$ cat src/rtl/mem_access_unit_pkg.sv
// Shared constants for the MEM stage: RV32I opcodes, load/store funct3 codes
// and FSM state encodings.
package mem_access_unit_pkg;

    localparam logic [6:0] RISCV_OP_LOAD  = 7'b0000011;
    localparam logic [6:0] RISCV_OP_STORE = 7'b0100011;

    localparam logic [2:0] F3_LB  = 3'b000;
    localparam logic [2:0] F3_LH  = 3'b001;
    localparam logic [2:0] F3_LW  = 3'b010;
    localparam logic [2:0] F3_LBU = 3'b100;
    localparam logic [2:0] F3_LHU = 3'b101;
    localparam logic [2:0] F3_SB  = 3'b000;
    localparam logic [2:0] F3_SH  = 3'b001;
    localparam logic [2:0] F3_SW  = 3'b010;

    typedef enum logic [1:0] {
        MEM_IDLE = 2'd0,
        MEM_REQ  = 2'd1,
        MEM_DONE = 2'd2
    } mem_state_e;

    function automatic logic funct3_legal(input logic [6:0] opcode, input logic [2:0] funct3);
        if (opcode == RISCV_OP_LOAD)
            return (funct3 == F3_LB) || (funct3 == F3_LH) || (funct3 == F3_LW) ||
                   (funct3 == F3_LBU) || (funct3 == F3_LHU);
        if (opcode == RISCV_OP_STORE)
            return (funct3 == F3_SB) || (funct3 == F3_SH) || (funct3 == F3_SW);
        return 1'b0;
    endfunction

endpackage

$ cat src/rtl/mem_lane_align.sv
// Combinational byte-lane steering: store data replication and byte enables,
// load lane selection with sign/zero extension, and misalignment detection.
module mem_lane_align
    import mem_access_unit_pkg::*;
(
    input  logic [2:0]  funct3,
    input  logic [1:0]  addr_lo,
    input  logic [31:0] store_data,
    input  logic [31:0] rdata,
    output logic [31:0] wdata,
    output logic [3:0]  be,
    output logic [31:0] load_data,
    output logic        misaligned
);

    logic [7:0]  load_byte;
    logic [15:0] load_half;

    always_comb begin
        wdata = store_data;
        be    = 4'b1111;
        case (funct3[1:0])
            2'b00: begin
                wdata = {4{store_data[7:0]}};
                be    = 4'b0001 << addr_lo;
            end
            2'b01: begin
                wdata = {2{store_data[15:0]}};
                be    = 4'b0011 << {addr_lo[1], 1'b0};
            end
            default: ;
        endcase
    end

    always_comb begin
        case (addr_lo)
            2'd0:    load_byte = rdata[7:0];
            2'd1:    load_byte = rdata[15:8];
            2'd2:    load_byte = rdata[23:16];
            default: load_byte = rdata[31:24];
        endcase
        load_half = addr_lo[1] ? rdata[31:16] : rdata[15:0];

        case (funct3)
            F3_LB:   load_data = {{24{load_byte[7]}}, load_byte};
            F3_LH:   load_data = {{16{load_half[15]}}, load_half};
            F3_LBU:  load_data = {24'd0, load_byte};
            F3_LHU:  load_data = {16'd0, load_half};
            default: load_data = rdata;
        endcase
    end

    assign misaligned = ((funct3[1:0] == 2'b01) && addr_lo[0]) ||
                        ((funct3[1:0] == 2'b10) && (addr_lo != 2'b00));

endmodule

$ cat src/rtl/mem_access_unit.sv
// MEM stage: single-outstanding req/ack data bus access with pipeline stall.
// Optional misaligned-access trap enabled by defining MEM_MISALIGN_TRAP_EN.
module mem_access_unit
    import mem_access_unit_pkg::*;
#(
    parameter int TIMEOUT = 255,
    parameter int CNT_W   = 8
) (
    input  logic        clk,
    input  logic        rest,
    input  logic        exmem2mem_wb_en_i,
    input  logic        exmem2mem_we_i,
    input  logic [31:0] exmem2mem_data_i,
    input  logic [31:0] exmem2mem_mem_addr_i,
    input  logic [6:0]  exmem2mem_opcode_i,
    input  logic [2:0]  exmem2mem_funct3_i,
    input  logic [4:0]  exmem2mem_rd_i,
    output logic        mem2memwb_wb_en_o,
    output logic [4:0]  mem2memwb_rd_o,
    output logic [31:0] mem2memwb_data_o,
    output logic        mem_stall_o,
    output logic        bus_req_o,
    output logic        bus_we_o,
    output logic [31:0] bus_addr_o,
    output logic [31:0] bus_wdata_o,
    output logic [3:0]  bus_be_o,
    input  logic [31:0] bus_rdata_i,
    input  logic        bus_ack_i,
    output logic        bus_err_o,
    output logic        misalign_o
);

    localparam logic [CNT_W-1:0] TO_LAST = (TIMEOUT == 0) ? '0 : CNT_W'(TIMEOUT - 1);

    mem_state_e       state;
    logic [CNT_W-1:0] cnt;
    logic [31:0]      load_q;
    logic             abort_q;
    logic             bus_err_q;

    logic        is_load, is_store, is_mem, legal, trap, go;
    logic [31:0] lane_wdata, lane_load;
    logic [3:0]  lane_be;
    logic        lane_misaligned;

    mem_lane_align u_lane (
        .funct3     (exmem2mem_funct3_i),
        .addr_lo    (exmem2mem_mem_addr_i[1:0]),
        .store_data (exmem2mem_data_i),
        .rdata      (load_q),
        .wdata      (lane_wdata),
        .be         (lane_be),
        .load_data  (lane_load),
        .misaligned (lane_misaligned)
    );

    assign is_load  = (exmem2mem_opcode_i == RISCV_OP_LOAD);
    assign is_store = (exmem2mem_opcode_i == RISCV_OP_STORE);
    assign is_mem   = is_load | is_store;
    assign legal    = funct3_legal(exmem2mem_opcode_i, exmem2mem_funct3_i);

`ifdef MEM_MISALIGN_TRAP_EN
    assign trap = lane_misaligned;
`else
    assign trap = 1'b0;
`endif

    assign go = is_mem & legal & ~trap;

    // Ack wins over the watchdog when both land in the same REQ cycle.
    always_ff @(posedge clk or posedge rest) begin
        if (rest) begin
            state     <= MEM_IDLE;
            cnt       <= '0;
            load_q    <= '0;
            abort_q   <= 1'b0;
            bus_err_q <= 1'b0;
        end else begin
            bus_err_q <= 1'b0;
            case (state)
                MEM_IDLE: begin
                    if (go) begin
                        state   <= MEM_REQ;
                        cnt     <= '0;
                        abort_q <= 1'b0;
                    end
                end
                MEM_REQ: begin
                    if (bus_ack_i) begin
                        load_q <= bus_rdata_i;
                        state  <= MEM_DONE;
                    end else if ((TIMEOUT != 0) && (cnt == TO_LAST)) begin
                        abort_q   <= 1'b1;
                        bus_err_q <= 1'b1;
                        state     <= MEM_DONE;
                    end else begin
                        cnt <= cnt + CNT_W'(1);
                    end
                end
                MEM_DONE: state <= MEM_IDLE;
                default:  state <= MEM_IDLE;
            endcase
        end
    end

    assign bus_err_o = bus_err_q;

    always_comb begin
        mem2memwb_wb_en_o = 1'b0;
        mem2memwb_rd_o    = '0;
        mem2memwb_data_o  = '0;
        mem_stall_o       = 1'b0;
        bus_req_o         = 1'b0;
        bus_we_o          = 1'b0;
        bus_addr_o        = '0;
        bus_wdata_o       = '0;
        bus_be_o          = '0;
        misalign_o        = 1'b0;
        if (!rest) begin
            case (state)
                MEM_IDLE: begin
                    mem2memwb_rd_o = exmem2mem_rd_i;
                    if (!is_mem) begin
                        mem2memwb_wb_en_o = exmem2mem_wb_en_i;
                        mem2memwb_data_o  = exmem2mem_data_i;
                    end else if (go) begin
                        mem_stall_o = 1'b1;
                    end else begin
                        mem2memwb_data_o = exmem2mem_data_i;
                        misalign_o       = trap & legal;
                    end
                end
                MEM_REQ: begin
                    mem_stall_o    = 1'b1;
                    bus_req_o      = 1'b1;
                    bus_we_o       = is_store & exmem2mem_we_i;
                    bus_addr_o     = {exmem2mem_mem_addr_i[31:2], 2'b00};
                    bus_wdata_o    = lane_wdata;
                    bus_be_o       = lane_be;
                    mem2memwb_rd_o = exmem2mem_rd_i;
                end
                MEM_DONE: begin
                    mem2memwb_wb_en_o = exmem2mem_wb_en_i & is_load & ~abort_q;
                    mem2memwb_rd_o    = exmem2mem_rd_i;
                    mem2memwb_data_o  = lane_load;
                end
                default: ;
            endcase
        end
    end

endmodule

$ cat config.mk
export PLATFORM = sky130hd
export DESIGN_NAME = mem_access_unit
export DESIGN_NICKNAME = d
export VERILOG_FILES = /design/src/rtl/mem_access_unit_pkg.sv /design/src/rtl/mem_lane_align.sv /design/src/rtl/mem_access_unit.sv
export SDC_FILE = /design/constraint.sdc
export NUM_CORES = 1
export LEC_CHECK = 0
export CAP_MARGIN = 30
export CORE_ASPECT_RATIO = 0.9
export CORE_MARGIN = 2
export CORE_UTILIZATION = 34
export CTS_CLUSTER_DIAMETER = 60
export DETAILED_ROUTE_END_ITERATION = 8
export PLACE_DENSITY = 0.87
export SLEW_MARGIN = 25
export SYNTH_ARGS = -nofsm -noshare
export SYNTH_HDL_FRONTEND = slang
export SYNTH_SLANG_ARGS = --single-unit
$ cat constraint.sdc
create_clock -name clk -period 2 [get_ports clk]
set_clock_uncertainty 0.2 [all_clocks]
set_input_delay 0.2 -clock clk [delete_from_list [all_inputs] [get_ports clk]]
set_output_delay 0.2 -clock clk [all_outputs]
set_load 0.02 [all_outputs]
==> results of run 1 <==
layout make-up:
type	instances	share of cell area [%]
Inverter	6	0.431
Sequential cell	44	14.0
Clock buffer	5	1.60
Timing Repair Buffer	340	43.9
Multi-Input combinational cell	338	36.7
Tap cell	133	2.12
Clock inverter	3	1.15
path summary, 6_finish.rpt:
path | endpoint | cells after the start | slack (ps)
worst max-delay path | mem2memwb_data_o[31] | 5 | -350
worst min-delay path | state[1] | 4 | 240
worst max register to register | cnt[7] | 7 | 150
worst min register to register | load_q[4] | 1 | 310
max in group asynchronous | load_q[0] | 4 | 950
min in group clk | load_q[4] | 1 | 310
metrics by stage:
stage	area, µm²	utilization [%]	hold WS [ps]	setup TNS [ps]
3_5_place_dp	6570	61.0	296	-68230
5_1_grt	7840	72.8	298	-24580
3_3_place_gp	6570	61.0	286	-64810
6_report	7840	72.8	243	-20470
4_1_cts	7630	70.9	244	-14810
2_1_floorplan	3740	-	8.62	0
critical path, cell delays in order (launching register included):
cell,delay [ps]
dfrtp_1,430
mux4_2,480
nor4b_4,150
buf_12,170
a221o_1,270
buf_2,170
sequential cells by signal, indices dropped and copies added, names as in the netlist:
name and cells:
load_q 32, abort_q 1, bus_err_o 1, cnt 8
state 2
where the power goes:
part / internal [W] / switching [W] / leakage, nW
registers: 0.00101 / 0.000128 / 0.588
clock network: 0.000842 / 0.000360 / 0.104
logic: 0.000659 / 0.000525 / 2.94
total: 0.00252 / 0.00101 / 3.64
layout by cell type, fill, tap and decap left out, types with 4 or more instances in the layout:
cell type        netlist  routed
a211o_1               20      20
a21oi_1               34      18
a21oi_2                0       7
a21oi_4                0       9
a221o_1               16      16
and2_1                43       6
and2_4                 0      37
and3_1                 6       6
buf_12                 0      12
buf_2                 15      14
buf_4                  8      84
buf_6                  6     108
clkbuf_16              0       6
clkdlybuf4s50_1        0     104
dfrtp_1               44      44
dlygate4sd2_1          0      10
inv_1                  6       4
mux2_2                32      32
mux2i_1               20      20
nand2_1               23      23
nand3_1               10      10
nand3b_1               8       8
nor2_1                42      22
nor2_4                 0      20
nor2b_1                9       8
nor3_1                 4       4
o21ai_0               19      18
o2bb2ai_4              0       5
metal layers:
metal  up-vias  track usage (%)  part of all wire (%)
met3        63             6.59                   9.0
met2       334             55.4                    50
met4         0             17.1                   4.7
met5         -                0                     0
met1      2388             33.3                    36
li1       2153                -                     -
cell families after synthesis:
group | synth area share (%)
compound gates | 20.1
xor+xnor | 0.235
fa+ha+maj | 0.672
buf+inv | 6.86
flops | 29.6
mux | 16.3
other cells | 0.101
simple gates | 26.2
repair_timing:
action,4_1_cts,5_1_grt
buffers inserted,28,7
hold buffers,0,0
gates cloned,7,0
setup endpoints to repair,107,108
gates resized for setup,707,73
pin swaps,42,38
==> flow_metrics.tcl, run 1 <==
set metrics [dict create \
    path_class "register to primary output" \
    synthDistinctLibCells 49 \
    final_layout_size_suffix_gt1_share_pct 49.9 \
    synthTopCellsByCount "dfrtp_1 (44), and2_1 (43), nor2_1 (42), a21oi_1 (34), mux2_2 (32)" \
    grt_pass1_wl_mm 27.4 \
    maxSlewViolCount 0 \
    yosysTopAreaCellShare_pct 29.6 \
    synth_top_area_cell "dfrtp_1" \
    async_flop_share_pct 100 \
    multi_input_area_um2 2880 \
    grt_usage_pct 30.4 \
    synth_area_um2 3720 \
    min_path_type "primary input to asynchronous set/reset pin" \
    synth-edff-count 0 \
    drc_errors 0 \
    worstPathArrival_ps 1950 \
    hold_viol_final 0 \
    grt_pass1_vias 5071 \
    yosysWarnings 0 \
    rows 36 \
    clockRootBuffer "clkbuf_16" \
    die_height_um 103 \
    end_kind "primary output" \
    clkTransAtPathRegs_ps 70 \
    required_ps 1600 \
    cp-start-kind "register" \
    cts_buffer_depth 2 \
    rsz0062_at_grt "true" \
    p_per_area_nw_per_um2 450 \
    die_w_um 114 \
    gp_congestion 0.939 \
    ir_drop_mv 0.371 \
    wl_mm 19.0 \
    maxSlewHeadroom_pct 59.9 \
    io_buffers 223 \
    antennaDiodeCount 0 \
    violations "setup timing" \
    fin_cells 869 \
    worst-path-max-fanout 16 \
    fin_ws_ps -353 \
    pre_cts_ws_ps -1090 \
    clock.fmax_mhz 425 \
    status "finished with violations" \
    postSynthAreaPerCell_um2 8.80 \
    synth-seq-area-share_pct 29.6 \
    ys_seq_elements 44 \
    grt_max_degree 45 \
    pin_count 227 \
    p_leak_nw 3.64 \
    cap_violations 0 \
    worst_slew_pin_slew_ps 601 \
    die_area_um2 11800 \
    yosysMostFrequentCell "dfrtp_1" \
    total_power_w 0.00353 \
    vias 4938 \
    fin_crit_sh_pct 118 \
    cts_sinks 44 \
    numCtsBuffers 5 \
    nets 853 \
    syn2layout_area_growth_pct 111 \
    initial_core_util_pct 34.6 \
    routedWlPerCell_um 21.9 \
    ant_nets 0 \
    clk_latency_ps 290 \
    first_iter_violations 393 \
    htreeDepth 2 \
    fill_cells 728 \
    fin_crit_ps 2350 \
    syn_inst 423 \
    synth_top_flop_cell "dfrtp_1" \
    r2r-start "cnt[0]" \
    dpl.hpwl_mm 12.7 \
    drtPass1Iterations 5 \
    antenna_found_initial 0 \
    cts_tree "done" \
    overflow 0 \
    via_per_inst 5.68 \
    place_inst 826 \
    core_um2 10800 \
    startpoint "load_q[7]" \
    synth_area_leaders "dfrtp_1 (30%), mux2_2 (9.7%), and2_1 (7.2%), mux2i_1 (5.4%), a211o_1 (4.7%)" \
    regArea_um2 1100 \
    setup_viol 100 \
]
Power figures use the tool's default switching activity.
==> run 2: changes to the inputs <==
==> constraint.sdc (replaced) <==
create_clock -name clk -period 1.9 [get_ports clk]
set_clock_uncertainty 0.2 [all_clocks]
set_input_delay 0.19 -clock clk [delete_from_list [all_inputs] [get_ports clk]]
set_output_delay 0.19 -clock clk [all_outputs]
set_load 0.02 [all_outputs]
==> run 2 against run 1 <==
  * The flow still finishes with violations (setup timing)
  * Global-route usage rose by 1.0 points
  * Die area is the same
  * Register-to-register slack worse by 180 ps
  * Setup slack got worse by 120 ps
  * Sequential power is 5% higher
  * Critical path depth unchanged
  * Critical path type unchanged
==> flow_metrics.tcl, run 2 (synthesis results as in run 1) <==
set metrics [dict create \
    pin_count 227 \
    cp-start-kind "register" \
    hold_viol_final 0 \
    clock.fmax_mhz 422 \
    dpl.hpwl_mm 12.3 \
    vias 5117 \
    nets 863 \
    die_height_um 103 \
    violations "setup timing" \
    antenna_found_initial 0 \
    maxSlewHeadroom_pct 59.7 \
    cts-hold-fix-buffers 0 \
    rsz0062_at_grt "true" \
    routedWlPerCell_um 23.4 \
    overflow 0 \
    antennaDiodeCount 0 \
    ant_nets 0 \
    die_area_um2 11800 \
    max_stage_delay_ps 490 \
    cp_slowest_cell "mux4_2" \
    p_per_area_nw_per_um2 427 \
    worst-path-max-fanout 16 \
    htreeDepth 2 \
    initial_core_util_pct 34.6 \
    grt_usage_pct 31.5 \
    clk_latency_ps 290 \
    crit_path_cell_trace "mux4_2 > nor4b_4 > buf_12 > a221o_1 > buf_2" \
    clockPowerShare_pct 26.1 \
    min_path_type "primary input to asynchronous set/reset pin" \
    p_sw_w 0.00111 \
    worst_path_dominant_cell_family "multiplexers" \
    core_um2 10800 \
    cts_tree "done" \
    mostFrequentLayoutCell "buf_6" \
    clkTransAtPathRegs_ps 70 \
    setup_viol 114 \
    numCtsBuffers 5 \
    cts_sinks 44 \
    layout_common_cells "buf_6 (119), clkdlybuf4s50_1 (103), buf_4 (84)" \
    first_iter_violations 423 \
    power_frac_comb_pct 39.1 \
    die_w_um 114 \
    sw_frac_of_total_pct 32.0 \
    top_regs "load_q: 32 flops, cnt: 8 flops, state: 2 flops" \
    ir_drop_mv 0.346 \
    grt_max_degree 45 \
    via_per_inst 5.82 \
    cap_violations 0 \
    fin_crit_ps 2370 \
    maxSlewViolCount 0 \
    grt_pass1_wl_mm 28.4 \
    internal-power_w 0.00235 \
    critPathBufInv 2 \
    largest_reg_flops 32 \
    end_kind "primary output" \
    gp_congestion 0.905 \
    pwr-share-seq_pct 34.7 \
    p_leak_nw 3.79 \
    total_power_w 0.00346 \
    status "finished with violations" \
    wl_mm 20.5 \
    top_register "load_q" \
    fin_ws_ps -470 \
    required_ps 1510 \
    io_buffers 223 \
    drc_errors 0 \
    clockRootBuffer "clkbuf_16" \
    worst_slew_pin_slew_ps 605 \
    whs_ps 237 \
    cts_buffer_depth 2 \
    path_class "register to primary output" \
    worstPathArrival_ps 1980 \
    fin_crit_sh_pct 125 \
    final_layout_size_suffix_gt1_share_pct 51.3 \
    grt_pass1_vias 5302 \
    rows 36 \
    syn2layout_area_growth_pct 118 \
    drtPass1Iterations 5 \
]
run 2: changes by cell type in the layout (fill, tap and decap cells not counted), sizes merged:
| cell | delta |
|---|---|
| dlygate4sd2 | -3 |
| bufinv | -3 |
| clkdlybuf4s15 | +2 |
| clkbuf | +5 |
| clkdlybuf4s50 | -1 |
| clkinvlp | +1 |
| buf | +9 |
run 2: cell type report:
type | instances | area [µm²]
Multi-Input combinational cell | 338 | 3000
Fill cell | 612 | 2660
Tap cell | 133 | 166
Sequential cell | 44 | 1100
Timing Repair Buffer | 350 | 3650
Clock buffer | 7 | 143
Clock inverter | 1 | 7.51
Inverter | 6 | 33.8
run 2: worst paths after layout:
check	startpoint	end	slack, ps	cells after the start
max reg2reg	state[0]	load_q[1]	-30	7
max	load_q[7]	mem2memwb_data_o[19]	-470	5
min reg2reg	load_q[2]	load_q[2]	300	1
min in group clk	load_q[2]	load_q[2]	300	1
max in group asynchronous	rest	load_q[0]	840	4
min	rest	abort_q	240	4
run 2: per-stage QoR:
stage          util [%]  TNS [ps]  cells  setup WS (ps)  area, µm²
6_report           75.3    -25220    879           -470       8100
5_1_grt            75.3    -29350    879           -492       8100
4_1_cts            70.8    -23200    869           -432       7620
3_5_place_dp       61.3    -76150    824          -1190       6600
3_3_place_gp       61.3    -73120    824          -1140       6600
2_1_floorplan         -      -659    425          -17.5       3780
run 2: worst min-delay path: cells and delay by family:
family,cells,cell delay (ps)
buf+inv,4,1010
run 2: routing by layer:
layer	up-vias	wire length (µm)	track usage [%]
li1	2182	-	-
met1	2460	7080	34.0
met2	375	10200	57.8
met3	100	2070	8.33
met4	0	1210	15.0
met5	-	0	0
run 2: power by group through the flow:
stage	Clock [W]	Combinational, W	Sequential [W]
after global routing	0.000941	0.00141	0.00121
final	0.000904	0.00135	0.00120
after floorplan	0	0.000482	0.00116
after detailed placement	0	0.00109	0.00121
after global placement	0	0.00106	0.00120
after CTS	0.000904	0.00120	0.00119
run 2: what timing repair did:
action                                  CTS  global route
pin swaps                                29            53
gates cloned                              8             4
endpoints found under the setup margin  112           137
gates resized for setup                 723           120
setup buffers                            30            13
==> run 3: changes to the inputs <==
--- a/config.mk
+++ b/config.mk
@@ -6,7 +6,6 @@
 export NUM_CORES = 1
 export LEC_CHECK = 0
 export CAP_MARGIN = 30
-export CORE_ASPECT_RATIO = 0.9
 export CORE_MARGIN = 2
 export CORE_UTILIZATION = 34
 export CTS_CLUSTER_DIAMETER = 60
==> run 3 against run 2 <==
  * The run still ends with setup timing left
  * Hold slack got worse by 28 ps
  * Total power fell by 6.7%
  * Count of clock-buffer cells in the layout rose by 1
  * Combinational power rose by 5%
  * Fmax fell by 0.62%
  * Cell area rose by 2.0%
==> flow_metrics.tcl, run 3 (synthesis results as in run 1) <==
set metrics [dict create \
    status "finished with violations" \
    violations "setup timing" \
    top_layer "met4" \
    core_um2 10700 \
    drc_errors 0 \
    top_register "load_q" \
    sw_frac_of_total_pct 33.5 \
    layout_common_cells "buf_6 (136), clkdlybuf4s50_1 (103), buf_4 (89)" \
    clockPowerShare_pct 19.1 \
    rsz0062_at_grt "true" \
    crit_path_cell_trace "mux4_2 > nor4b_4 > buf_12 > a221o_1 > buf_6" \
    grt_pass1_wl_mm 29.6 \
    grt_max_degree 45 \
    pwr-share-seq_pct 37.0 \
    dr_wl_met3_mm 2.80 \
    clk_latency_ps 300 \
    cap_violations 0 \
    r2r_setup_slack_ps -100 \
    dpl.hpwl_mm 12.4 \
    initial_core_util_pct 34.6 \
    ant_nets 0 \
    cts-hold-fix-buffers 0 \
    first_iter_violations 395 \
    total_power_w 0.00323 \
    drtPass1Iterations 5 \
    r2r-start "state[1]" \
    worst-path-max-fanout 16 \
    clock.fmax_mhz 419 \
    p_sw_w 0.00108 \
    whs_ps 209 \
    antennaDiodeCount 0 \
    cts_buffer_depth 2 \
    via_per_inst 5.92 \
    p_per_area_nw_per_um2 391 \
    top_regs "load_q: 32 flops, cnt: 8 flops, state: 2 flops" \
    fin_crit_sh_pct 126 \
    pin_count 227 \
    routedWlPerCell_um 23.8 \
    cts_tree "done" \
    r2r-end "load_q[28]" \
    min_path_type "primary input to asynchronous set/reset pin" \
    io_buffers 223 \
    wl_mm 21.6 \
    die_area_um2 11800 \
    syn2layout_area_growth_pct 122 \
    pre_cts_ws_ps -1190 \
    fin_ws_ps -485 \
    end_kind "primary output" \
    die_height_um 109 \
    htreeDepth 2 \
    antenna_found_initial 0 \
    internal-power_w 0.00215 \
    mostFrequentLayoutCell "buf_6" \
    max_stage_delay_ps 490 \
    clkTransAtPathRegs_ps 90 \
    cts_sinks 44 \
    cp-start-kind "register" \
    final_layout_size_suffix_gt1_share_pct 53.4 \
    wl_met2_mm 10.6 \
    worst_slew_pin_slew_ps 800 \
    ir_drop_mv 0.250 \
    path_class "register to primary output" \
    clockRootBuffer "clkbuf_8" \
    route.layer.met1.wl_mm 6.60 \
    setup_viol 140 \
    grt_usage_pct 32.7 \
    final_area_um2 8260 \
    nets 887 \
    maxSlewHeadroom_pct 46.7 \
    grt_pass1_vias 5638 \
    numCtsBuffers 5 \
    maxSlewViolCount 0 \
    vias 5384 \
    overflow 0 \
    fin_crit_ps 2390 \
    power_frac_comb_pct 43.9 \
    rr_worst_depth 7 \
    hold_viol_final 0 \
    p_leak_nw 3.84 \
    gp_congestion 0.937 \
    rows 38 \
    die_w_um 109 \
    largest_reg_flops 32 \
    required_ps 1510 \
    place_area_um2 6670 \
    worstPathArrival_ps 2000 \
    cp_slowest_cell "mux4_2" \
]
[run 3: cell types whose count changed in the layout (fill, tap and decap cells not counted), sizes merged]
cell,delta
clkdlybuf4s15,+1
dlygate4sd2,-1
clkinvlp,-1
clkbuf,-4
buf,+29
[run 3: power groups by stage]
stage	logic, W	registers [W]	clock network (W)
finish	0.00142	0.00119	0.000617
global route	0.00148	0.00121	0.000652
CTS	0.00131	0.00118	0.000625
detailed placement	0.00114	0.00120	0
global placement	0.00111	0.00119	0
floorplan	0.000482	0.00116	0
[run 3: area by class of cell]
type | count | area [µm²]
sequential | 44 | 1100
tap | 140 | 175
timing repair buffer | 374 | 3970
multi-input combinational | 338 | 2900
clock buffer | 8 | 90.1
inverter | 6 | 33.8
fill | 610 | 2480
[run 3: how the worst max path moves through the flow]
| stage | cells past startpoint | slack (ps) | endpoint | from |
|---|---|---|---|---|
| after floorplan | 5 | -20 | bus_addr_o[27] | rest |
| after global placement | 6 | -1030 | mem2memwb_data_o[16] | exmem2mem_funct3_i[0] |
| after detailed placement | 6 | -1190 | mem2memwb_data_o[20] | exmem2mem_funct3_i[0] |
| after CTS | 5 | -430 | mem2memwb_data_o[17] | load_q[23] |
| after global routing | 8 | -530 | mem2memwb_data_o[29] | state[0] |
| final | 5 | -490 | mem2memwb_data_o[25] | load_q[7] |
[run 3: metrics by stage]
step / cells / setup TNS (ps) / util, %
3_5_place_dp: 841 / -73720 / 62.1
4_1_cts: 898 / -23260 / 74.5
3_3_place_gp: 841 / -67940 / 62.1
2_1_floorplan: 425 / -659 / -
5_1_grt: 910 / -37360 / 76.9
6_report: 910 / -33130 / 76.9
[run 3: critical path: cells and delay by family, from the launching register on]
| kind | cells | cell delay, ps |
|---|---|---|
| flip-flops | 1 | 440 |
| AND/OR/NAND/NOR | 1 | 160 |
| buffers and inverters | 2 | 310 |
| multiplexers | 1 | 490 |
| AO/OA/AOI/OAI | 1 | 300 |
[run 3: timing repair]
| item | CTS | global route |
|---|---|---|
| setup buffers | 41 | 17 |
| gates cloned | 9 | 0 |
| endpoints found under the setup margin | 112 | 142 |
| pin swaps | 41 | 50 |
| endpoints found under the hold margin | 0 | 0 |
| resized for setup | 796 | 50 |
[run 3: metal layers]
layer	up-vias	GRT usage [%]
li1	2221	-
met4	0	20.4
met1	2509	32.7
met3	142	9.68
met2	512	59.3
met5	-	0
